<file path="src/rtl/psc_trigger_pkg.sv">
// Shared types, frame constants and CRC helper for the PSC trigger transmitter.
package psc_trigger_pkg;

  typedef enum logic [1:0] {
    IDLE,
    SEND,
    GAP
  } state_t;

  localparam int unsigned SYMBOL_BITS = 10;
  localparam int unsigned FRAME_BYTES = 4;

  // CRC-8, polynomial 0x07, MSB-first, no reflection, no final XOR.
  function automatic logic [7:0] crc8_07(input logic [7:0] crc_in, input logic [7:0] data_byte);
    logic [7:0] c;
    c = crc_in ^ data_byte;
    for (int unsigned i = 0; i < 8; i++) begin
      c = c[7] ? ({c[6:0], 1'b0} ^ 8'h07) : {c[6:0], 1'b0};
    end
    return c;
  endfunction

endpackage

</file>
<file path="src/rtl/psc_trigger_edge_sync.sv">
// One trigger channel: 2-flop synchroniser, edge-detect register and a
// registered rising-edge pulse.
module psc_trigger_edge_sync (
  input  logic clk,
  input  logic reset,
  input  logic trig_async,
  output logic rise
);

  logic meta;
  logic sync;
  logic prev;

  // Synchronise the asynchronous trigger and emit a one-cycle pulse per rising edge.
  always_ff @(posedge clk or posedge reset) begin
    if (reset) begin
      meta <= 1'b0;
      sync <= 1'b0;
      prev <= 1'b0;
      rise <= 1'b0;
    end else begin
      meta <= trig_async;
      sync <= meta;
      prev <= sync;
      rise <= sync & ~prev;
    end
  end

endmodule

</file>
<file path="src/rtl/psc_trigger_tx.sv">
// Multi-channel PSC trigger transmitter: queues one request per channel and
// serialises 4-byte frames (sync, channel, seq, CRC-8) as 10-bit symbols.
module psc_trigger_tx
  import psc_trigger_pkg::*;
#(
  parameter int unsigned NUM_CH    = 4,
  parameter int unsigned BIT_DIV   = 5,
  parameter logic [7:0]  SYNC_BYTE = 8'hBC
) (
  input  logic              clk,
  input  logic              reset,
  input  logic [NUM_CH-1:0] trig_in,
  input  logic              enable,
  input  logic              clear_overflow,
  output logic              psc_output,
  output logic              busy,
  output logic [NUM_CH-1:0] overflow
);

  localparam int unsigned      DIV_W     = $clog2(BIT_DIV);
  localparam logic [DIV_W-1:0] DIV_LAST  = DIV_W'(BIT_DIV - 1);
  localparam logic [3:0]       BIT_LAST  = 4'(SYMBOL_BITS - 1);
  localparam logic [1:0]       BYTE_LAST = 2'(FRAME_BYTES - 1);

  logic [NUM_CH-1:0] rise;
  logic [NUM_CH-1:0] pending;
  logic [NUM_CH-1:0] sel_mask;
  logic [NUM_CH-1:0] clr_mask;
  logic [7:0]        sel_ch;

  state_t            state, state_n;
  logic [DIV_W-1:0]  div_cnt, div_n;
  logic [3:0]        bit_idx, bit_n;
  logic [1:0]        byte_idx, byte_n;
  logic              out_n, busy_n, load;

  logic [7:0] seq;
  logic [7:0] frame_ch;
  logic [7:0] frame_seq;
  logic [7:0] frame_crc;
  logic [7:0] cur_byte;

  // Line level for symbol bit idx of data: start 0, data LSB-first, stop 1.
  function automatic logic sym_bit(input logic [7:0] data, input logic [3:0] idx);
    logic [3:0] k;
    k = idx - 4'd1;
    if (idx == 4'd0) return 1'b0;
    if (idx == BIT_LAST) return 1'b1;
    return data[k[2:0]];
  endfunction

  for (genvar g = 0; g < NUM_CH; g++) begin : g_ch
    psc_trigger_edge_sync u_sync (
      .clk        (clk),
      .reset      (reset),
      .trig_async (trig_in[g]),
      .rise       (rise[g])
    );
  end

  // Fixed priority: lowest pending channel index wins.
  always_comb begin
    sel_ch   = '0;
    sel_mask = '0;
    for (int unsigned i = NUM_CH; i > 0; i--) begin
      if (pending[i-1]) begin
        sel_ch   = 8'(i - 1);
        sel_mask = NUM_CH'(1) << (i - 1);
      end
    end
  end

  // Byte currently on the line.
  always_comb begin
    case (byte_idx)
      2'd0:    cur_byte = SYNC_BYTE;
      2'd1:    cur_byte = frame_ch;
      2'd2:    cur_byte = frame_seq;
      default: cur_byte = frame_crc;
    endcase
  end

  // Next-state and next registered outputs; psc_output is precomputed so the pin is a flop.
  always_comb begin
    state_n = state;
    div_n   = div_cnt;
    bit_n   = bit_idx;
    byte_n  = byte_idx;
    out_n   = psc_output;
    busy_n  = busy;
    load    = 1'b0;
    case (state)
      IDLE: begin
        if (enable && (|pending)) begin
          load    = 1'b1;
          state_n = SEND;
          div_n   = '0;
          bit_n   = '0;
          byte_n  = '0;
          out_n   = 1'b0;
          busy_n  = 1'b1;
        end
      end
      SEND: begin
        if (div_cnt == DIV_LAST) begin
          div_n = '0;
          if (bit_idx == BIT_LAST) begin
            bit_n = '0;
            if (byte_idx == BYTE_LAST) begin
              state_n = GAP;
              out_n   = 1'b1;
            end else begin
              byte_n = byte_idx + 2'd1;
              out_n  = 1'b0;
            end
          end else begin
            bit_n = bit_idx + 4'd1;
            out_n = sym_bit(cur_byte, bit_idx + 4'd1);
          end
        end else begin
          div_n = div_cnt + DIV_W'(1);
        end
      end
      GAP: begin
        out_n = 1'b1;
        if (div_cnt == DIV_LAST) begin
          div_n   = '0;
          state_n = IDLE;
          busy_n  = 1'b0;
        end else begin
          div_n = div_cnt + DIV_W'(1);
        end
      end
      default: begin
        state_n = IDLE;
        out_n   = 1'b1;
        busy_n  = 1'b0;
      end
    endcase
  end

  // FSM, bit timing and registered line outputs.
  always_ff @(posedge clk or posedge reset) begin
    if (reset) begin
      state      <= IDLE;
      div_cnt    <= '0;
      bit_idx    <= '0;
      byte_idx   <= '0;
      psc_output <= 1'b1;
      busy       <= 1'b0;
    end else begin
      state      <= state_n;
      div_cnt    <= div_n;
      bit_idx    <= bit_n;
      byte_idx   <= byte_n;
      psc_output <= out_n;
      busy       <= busy_n;
    end
  end

  assign clr_mask = load ? sel_mask : '0;

  // Request queue, overflow flags and frame load; a new edge beats a same-cycle clear.
  always_ff @(posedge clk or posedge reset) begin
    if (reset) begin
      pending   <= '0;
      overflow  <= '0;
      seq       <= '0;
      frame_ch  <= '0;
      frame_seq <= '0;
      frame_crc <= '0;
    end else begin
      pending  <= (pending & ~clr_mask) | rise;
      overflow <= (clear_overflow ? '0 : overflow) | (rise & pending & ~clr_mask);
      if (load) begin
        frame_ch  <= sel_ch;
        frame_seq <= seq;
        frame_crc <= crc8_07(crc8_07(8'h00, sel_ch), seq);
        seq       <= seq + 8'd1;
      end
    end
  end

endmodule
</file>
<file path="config.mk">
export PLATFORM = sky130hd
export DESIGN_NAME = psc_trigger_tx
export DESIGN_NICKNAME = d
export VERILOG_FILES = /design/src/rtl/psc_trigger_pkg.sv /design/src/rtl/psc_trigger_edge_sync.sv /design/src/rtl/psc_trigger_tx.sv
export SDC_FILE = /design/constraint.sdc
export NUM_CORES = 1
export LEC_CHECK = 0
export ABC_AREA = 1
export ABC_CLOCK_PERIOD_IN_PS = 2400
export BUFFER_PORTS_ARGS = -buffer_cell sky130_fd_sc_hd__buf_2
export CORE_MARGIN = 10
export CORE_UTILIZATION = 60
export DETAILED_ROUTE_END_ITERATION = 6
export PLACE_DENSITY = 0.89
export SETUP_SLACK_MARGIN = 0.3
export SYNTH_ARGS = -nofsm -noshare
export SYNTH_HDL_FRONTEND = slang
export SYNTH_SLANG_ARGS = --single-unit
export TNS_END_PERCENT = 100
</file>
<file path="constraint.sdc">
create_clock -name clk -period 2.4 [get_ports clk]
set_input_delay 0.24 -clock clk [delete_from_list [all_inputs] [get_ports clk]]
set_output_delay 0.24 -clock clk [all_outputs]
set_load 0.02 [all_outputs]
</file>
== Word-level counts from Yosys, hierarchy flattened ==
Index checks and enable logic that the tools add are counted.

* Input bits: 8
* Output and inout port bits: 6
* Bits in registers: 69
* Word-level logic and storage cells: 164

* Equality and inequality tests: 14
* Mux-type cells: 70
* Reduce and logical (&&, ||, !) cells: 14
* $add $sub $neg: 5
* $lt $le $gt $ge: 1
* Bitwise logic cells: 32

{| class="wikitable"
|+ Operators with widths
! cell !! number
|-
| two-way mux 3 bit || 18
|-
| inverter 3 bit || 16
|-
| two-way mux 4 bit || 9
|-
| two-way mux 8 bit || 3
|-
| case mux 8 bit (3 select lines) || 1
|-
| two-way mux 1 bit || 22
|-
| two-way mux 2 bit || 10
|-
| AND 4 bit || 3
|-
| inequality test 2 bit (second input constant) || 6
|-
| AND reduction 5 bit || 2
|-
| adder 8 x 1 -> 8 bit (second input constant) || 1
|-
| equality test 4 bit (second input constant) || 2
|-
| OR 4 bit || 2
|-
| case mux 4 bit (2 select lines) || 1
|-
| XOR 8 bit || 1
|-
| equality test 2 bit (second input constant) || 3
|-
| case mux 2 bit (3 select lines) || 1
|-
| case mux 3 bit (2 select lines) || 1
|-
| AND reduction 3 bit || 2
|-
| inverter 1 bit || 5
|-
| adder 4 x 1 -> 4 bit (second input constant) || 1
|-
| AND 1 bit || 4
|-
| equality test 2 x 1 -> 1 bit (second input constant) || 2
|-
| logical NOT 2 bit || 2
|-
| 16 further kinds || 18
|}

== Longest topological paths before layout ==
* Depth in word-level cells: 37
* Mapped depth: 16

== Cells and area by module ==
Synthesis repeated with hierarchy kept, for this count alone.

* Cells, all modules: 316
* Area, all modules: 3,007.9 um^2

{| class="wikitable"
|+ Modules (own cells, without submodules)
! module !! times used !! cells an instance !! area an instance (um^2)
|-
| psc_trigger_tx || 1 || 288 || 2,552.4
|-
| psc_trigger_edge_sync || 4 || 7 || 113.9
|}

== Worst setup path after synthesis ==
Ideal clock, no wire load.

* Path kind: register to register
* Start: register bit_idx[0]
* End: register psc_output
* Stages on the path, launching flop included: 17
* Data arrival time: 1.685 ns
* Library setup time: 0.081 ns
* Slack: 0.634 ns
* Required time: 2.319 ns
* Cells stage by stage: dfrtp_1 > inv_1 > ha_1 > clkbuf_1 > inv_1 > a21oi_1 > nand2_1 > nand2_1 > nand2_1 > nand2_1 > inv_1 > nand2_1 > nand2_1 > nand2_1 > nand2_1 > nand2_1 > a21oi_1

* Cells in the longest elaborated chain, start to end: 12

{| class="wikitable"
|+ RTL lines
! element !! line !! RTL
|-
| start, declared || psc_trigger_tx.sv:33 || <nowiki>logic [3:0] bit_idx, bit_n;</nowiki>
|-
| start signal, assigned || psc_trigger_tx.sv:154 || <nowiki>bit_idx <= bit_n;</nowiki>
|-
| branches (longest 9 deep; another with adder 4 x 1 -> 4 bit) || n/a ||
|-
| two-way mux 1 bit * || psc_trigger_tx.sv:107 || <nowiki>if (bit_idx == BIT_LAST) begin</nowiki>
|-
| two-way mux 1 bit * || psc_trigger_tx.sv:105 || <nowiki>if (div_cnt == DIV_LAST) begin</nowiki>
|-
| case mux 1 bit (2 select lines) * || psc_trigger_tx.sv:92 || <nowiki>case (state)</nowiki>
|-
| end signal, assigned || psc_trigger_tx.sv:156 || <nowiki>psc_output <= out_n;</nowiki>
|-
| end, declared || psc_trigger_tx.sv:15 || <nowiki>output logic psc_output,</nowiki>
|}

Every way passes the cells marked *. The select of a mux whose other input is x is not followed.
A chain may end at the register's enable or synchronous reset.

== Worst setup path in the final report ==
* Start: register state[0]
* End: register seq[7]

* Cells in the longest elaborated chain, start to end: 2

{| class="wikitable"
|+ RTL lines
! element !! line !! RTL
|-
| start, declared || psc_trigger_tx.sv:31 || <nowiki>state_t state, state_n;</nowiki>
|-
| start signal, assigned || psc_trigger_tx.sv:152 || <nowiki>state <= state_n;</nowiki>
|-
| logical NOT 2 bit || psc_trigger_tx.sv:92 ||
|-
| two-way mux 1 bit || psc_trigger_tx.sv:92 ||
|-
| end signal, assigned || psc_trigger_tx.sv:179 || <nowiki>seq <= seq + 8'd1;</nowiki>
|-
| end, declared || psc_trigger_tx.sv:37 || <nowiki>logic [7:0] seq;</nowiki>
|}

No other way between the ends.

==> key figures <==
Worst setup path
  – Worst Setup SP: state[0]
  – CP max FO: 10
  – CP endpoint kind: flop
  – Worst Path Required: 2630 ps
  – Crit path kind: flop to flop
  – Crit path DAT: 2220 ps
  – CP startpoint kind: flop
  – Worst r2r path cells: 8
  – Reg-to-Reg Start: state[0]

Logic synthesis
  – Syn Area/Cell: 9.450 sq um
  – Area of the mapped netlist: 2977 sq um
  – Post-synth ARST share: 1.000
  – Post-synth top area share: 0.5212
  – Synth Register Bits: 63
  – Cell variety after synth: 29
  – Top cells by area, synth: dfrtp_1 52%, nand2_1 6.9%, ha_1 6.3%
  – Primary FF master, synth: dfrtp_1
  – Post-synth EDFFs: 0
  – Synth Net Count: 338
  – Yosys Warn Count: 0
  – Post-Synthesis Cells: 315
  – Area leader, netlist: dfrtp_1
  – Part of the Yosys area used for sequential elements: 0.5301

Run
  – Max-cap violations: 0

Clock tree
  – Clock H-tree levels: 3
  – Root buf cell: clkbuf_8
  – Clock Tree Buf Depth: 2
  – Worst-Skew Late Latency: 360 ps
  – Clk sinks: 63
  – CTS tree: yes
  – Clock transition at the registers of the reported paths: 70 ps
  – Num CTS Buffers: 9

Drt
  – Post-Route WL: 6.013 mm
  – DR iter-0 viols: 163
  – DR vias/cell: 5.288
  – ANT nets after route: 0
  – Initial DRT Pass Iterations: 5
  – DRC: 0
  – Total number of vias: 2,184
  – DR WL/cell: 14.56 um

GRT
  – Largest net degree at the start of global routing: 31
  – First-pass GRT wire length: 10.58 mm
  – Number of global-route vias before repair: 2,313
  – Antenna violations before repair: 0
  – Total GRT Usage: 0.1592
  – Global route overflow: 0

Timing
  – Final Critical Period: 1994 ps
  – Slew Viols, Final: 0
  – RSZ-0062 raised after global routing: true
  – Final Cycle Share: 0.8310
  – Final hold violation count: 0
  – Post-Route Setup TNS: 0 ps
  – Rel. slew slack: 0.6349
  – WHS: 136.2 ps
  – Fin Clk Skew: 10.84 ps
  – Slack of the critical path: 405.6 ps
  – Final setup viols: 0
  – Highest clock rate: 0.5014 GHz
  – Worst Max-Slew Pin Slew: 546.8 ps

Final layout
  – Commonest non-fill, non-tap cell in the layout: dfrtp_1
  – Final core occ: 0.7084
  – Post-Layout Cell Count: 413
  – Most frequent cells in the layout: 61 x dfrtp_1, 55 x nand2_1, 45 x inv_1, 24 x nand3_1, 22 x o21ai_0
  – Final Cell Area: 3368 sq um
  – Layout cells sized above 1: 0.1416
  – Synthesis-to-finish area growth: 13.16%
  – Nets@finish: 365
  – Ant diodes: 0

Floorplanning
  – # IOs: 14
  – Initial core utilization: 0.6261
  – Core ar.: 4755 sq um
  – Full die area: 8178 sq um
  – Die Height: 90.44 um
  – Placement Rows: 25
  – Die W: 90.44 um

Place
  – Routability cong.: 0.9296
  – Pre-CTS setup slack: 370.4 ps
  – Port Buffers: 13
  – Placed Cells: 390
  – Placed instance area: 3103 sq um
  – Dpl hpwl: 4.151 mm

Power
  – Total Power: 4.378 mW
  – Peak VDD IR: 0.0006277 V
  – Pleak: 1.652 nW
  – P per Cell Area: 1300 nW/um^2

Hold path
  – Hold wc startpoint: clear_overflow
  – Cells on Worst Hold Path: 2
  – Min-delay worst type: input pin to flop

Status
  – Status: finished, final reports clean
-- cells by family after synthesis --
kind of cell | count (synthesis) | synth area share
compound gates | 54 | 0.1034
xor+xnor | 25 | 0.08113
fa+ha+maj | 15 | 0.06305
buf+inv | 55 | 0.07314
flops | 63 | 0.5301
simple gates | 103 | 0.1492
-- worst max-delay path, stage by stage (launching register included) --
cell and delay [ps]:
dfrtp_1 420, inv_1 110, ha_1 260, inv_1 140, nor2_4 280, nand2_1 130
nor3_2 230, nand4_1 150, xnor2_1 150
-- report_power, final --
group	internal (mW)	leakage, nW	switching [mW]
logic	0.684	0.795	1.15
clock network	0.449	0.0942	0.401
registers	1.41	0.762	0.282
total	2.54	1.65	1.83
-- state kept, by name, summed over array words and instances, names as in the netlist --
name,count
byte_idx,2
frame_seq,8
overflow,4
g_ch.u_sync.meta,4
state,2
g_ch.u_sync.sync,4
pending,4
g_ch.u_sync.rise,4
busy,1
seq,8
psc_output,1
frame_ch,2
frame_crc,8
g_ch.u_sync.prev,4
bit_idx,4
div_cnt,3
-- final timing paths --
path                                  endpoint  slack [ps]
max                                     seq[7]         410
min                                overflow[2]         140
max reg2reg                             seq[7]         410
min reg2reg                g_ch[0].u_sync.sync         350
max in group asynchronous         frame_crc[7]        1200
min in group asynchronous             state[1]         490
-- per-layer routing --
| layer | vias to the layer above | track usage | wire [um] |
|---|---|---|---|
| met1 | 1038 | 0.1813 | 2537 |
| met5 | - | 0 | 0 |
| met2 | 67 | 0.2585 | 2955 |
| met4 | 0 | 0.06897 | 203 |
| li1 | 1058 | - | - |
| met3 | 21 | 0.06401 | 316 |
-- final cells by class --
class                      count  area [sq um]
tap                           67         83.83
clock inverter                 3         17.52
timing repair buffer          23         152.6
multi-input combinational    197          1187
fill                         325          1386
clock buffer                  12         165.2
inverter                      48         182.7
sequential                    63          1579
-- synthesized netlist by cell type (2+ instances only) --
| master | instances |
|---|---|
| o32ai_1 | 2 |
| o21ai_0 | 23 |
| xor2_2 | 3 |
| xnor2_1 | 5 |
| nand3_1 | 24 |
| inv_1 | 46 |
| ha_1 | 15 |
| nand2_1 | 55 |
| xor2_1 | 17 |
| nor3_2 | 2 |
| o21ai_1 | 5 |
| o21ai_2 | 2 |
| o22ai_1 | 5 |
| inv_2 | 2 |
| dfrtp_1 | 62 |
| nor2_1 | 18 |
| clkbuf_1 | 2 |
| buf_2 | 3 |
| a21oi_1 | 14 |
-- timing repair --
action | in CTS | in global routing
resized for setup | 0 | 6
endpoints found under the setup margin | 2 | 11
gates cloned | 0 | 0
pin swaps | 1 | 1
hold buffers | 5 | 0
hold endpoints to repair | 30 | 0
setup buffers | 0 | 3
Power figures use the tool's default switching activity.
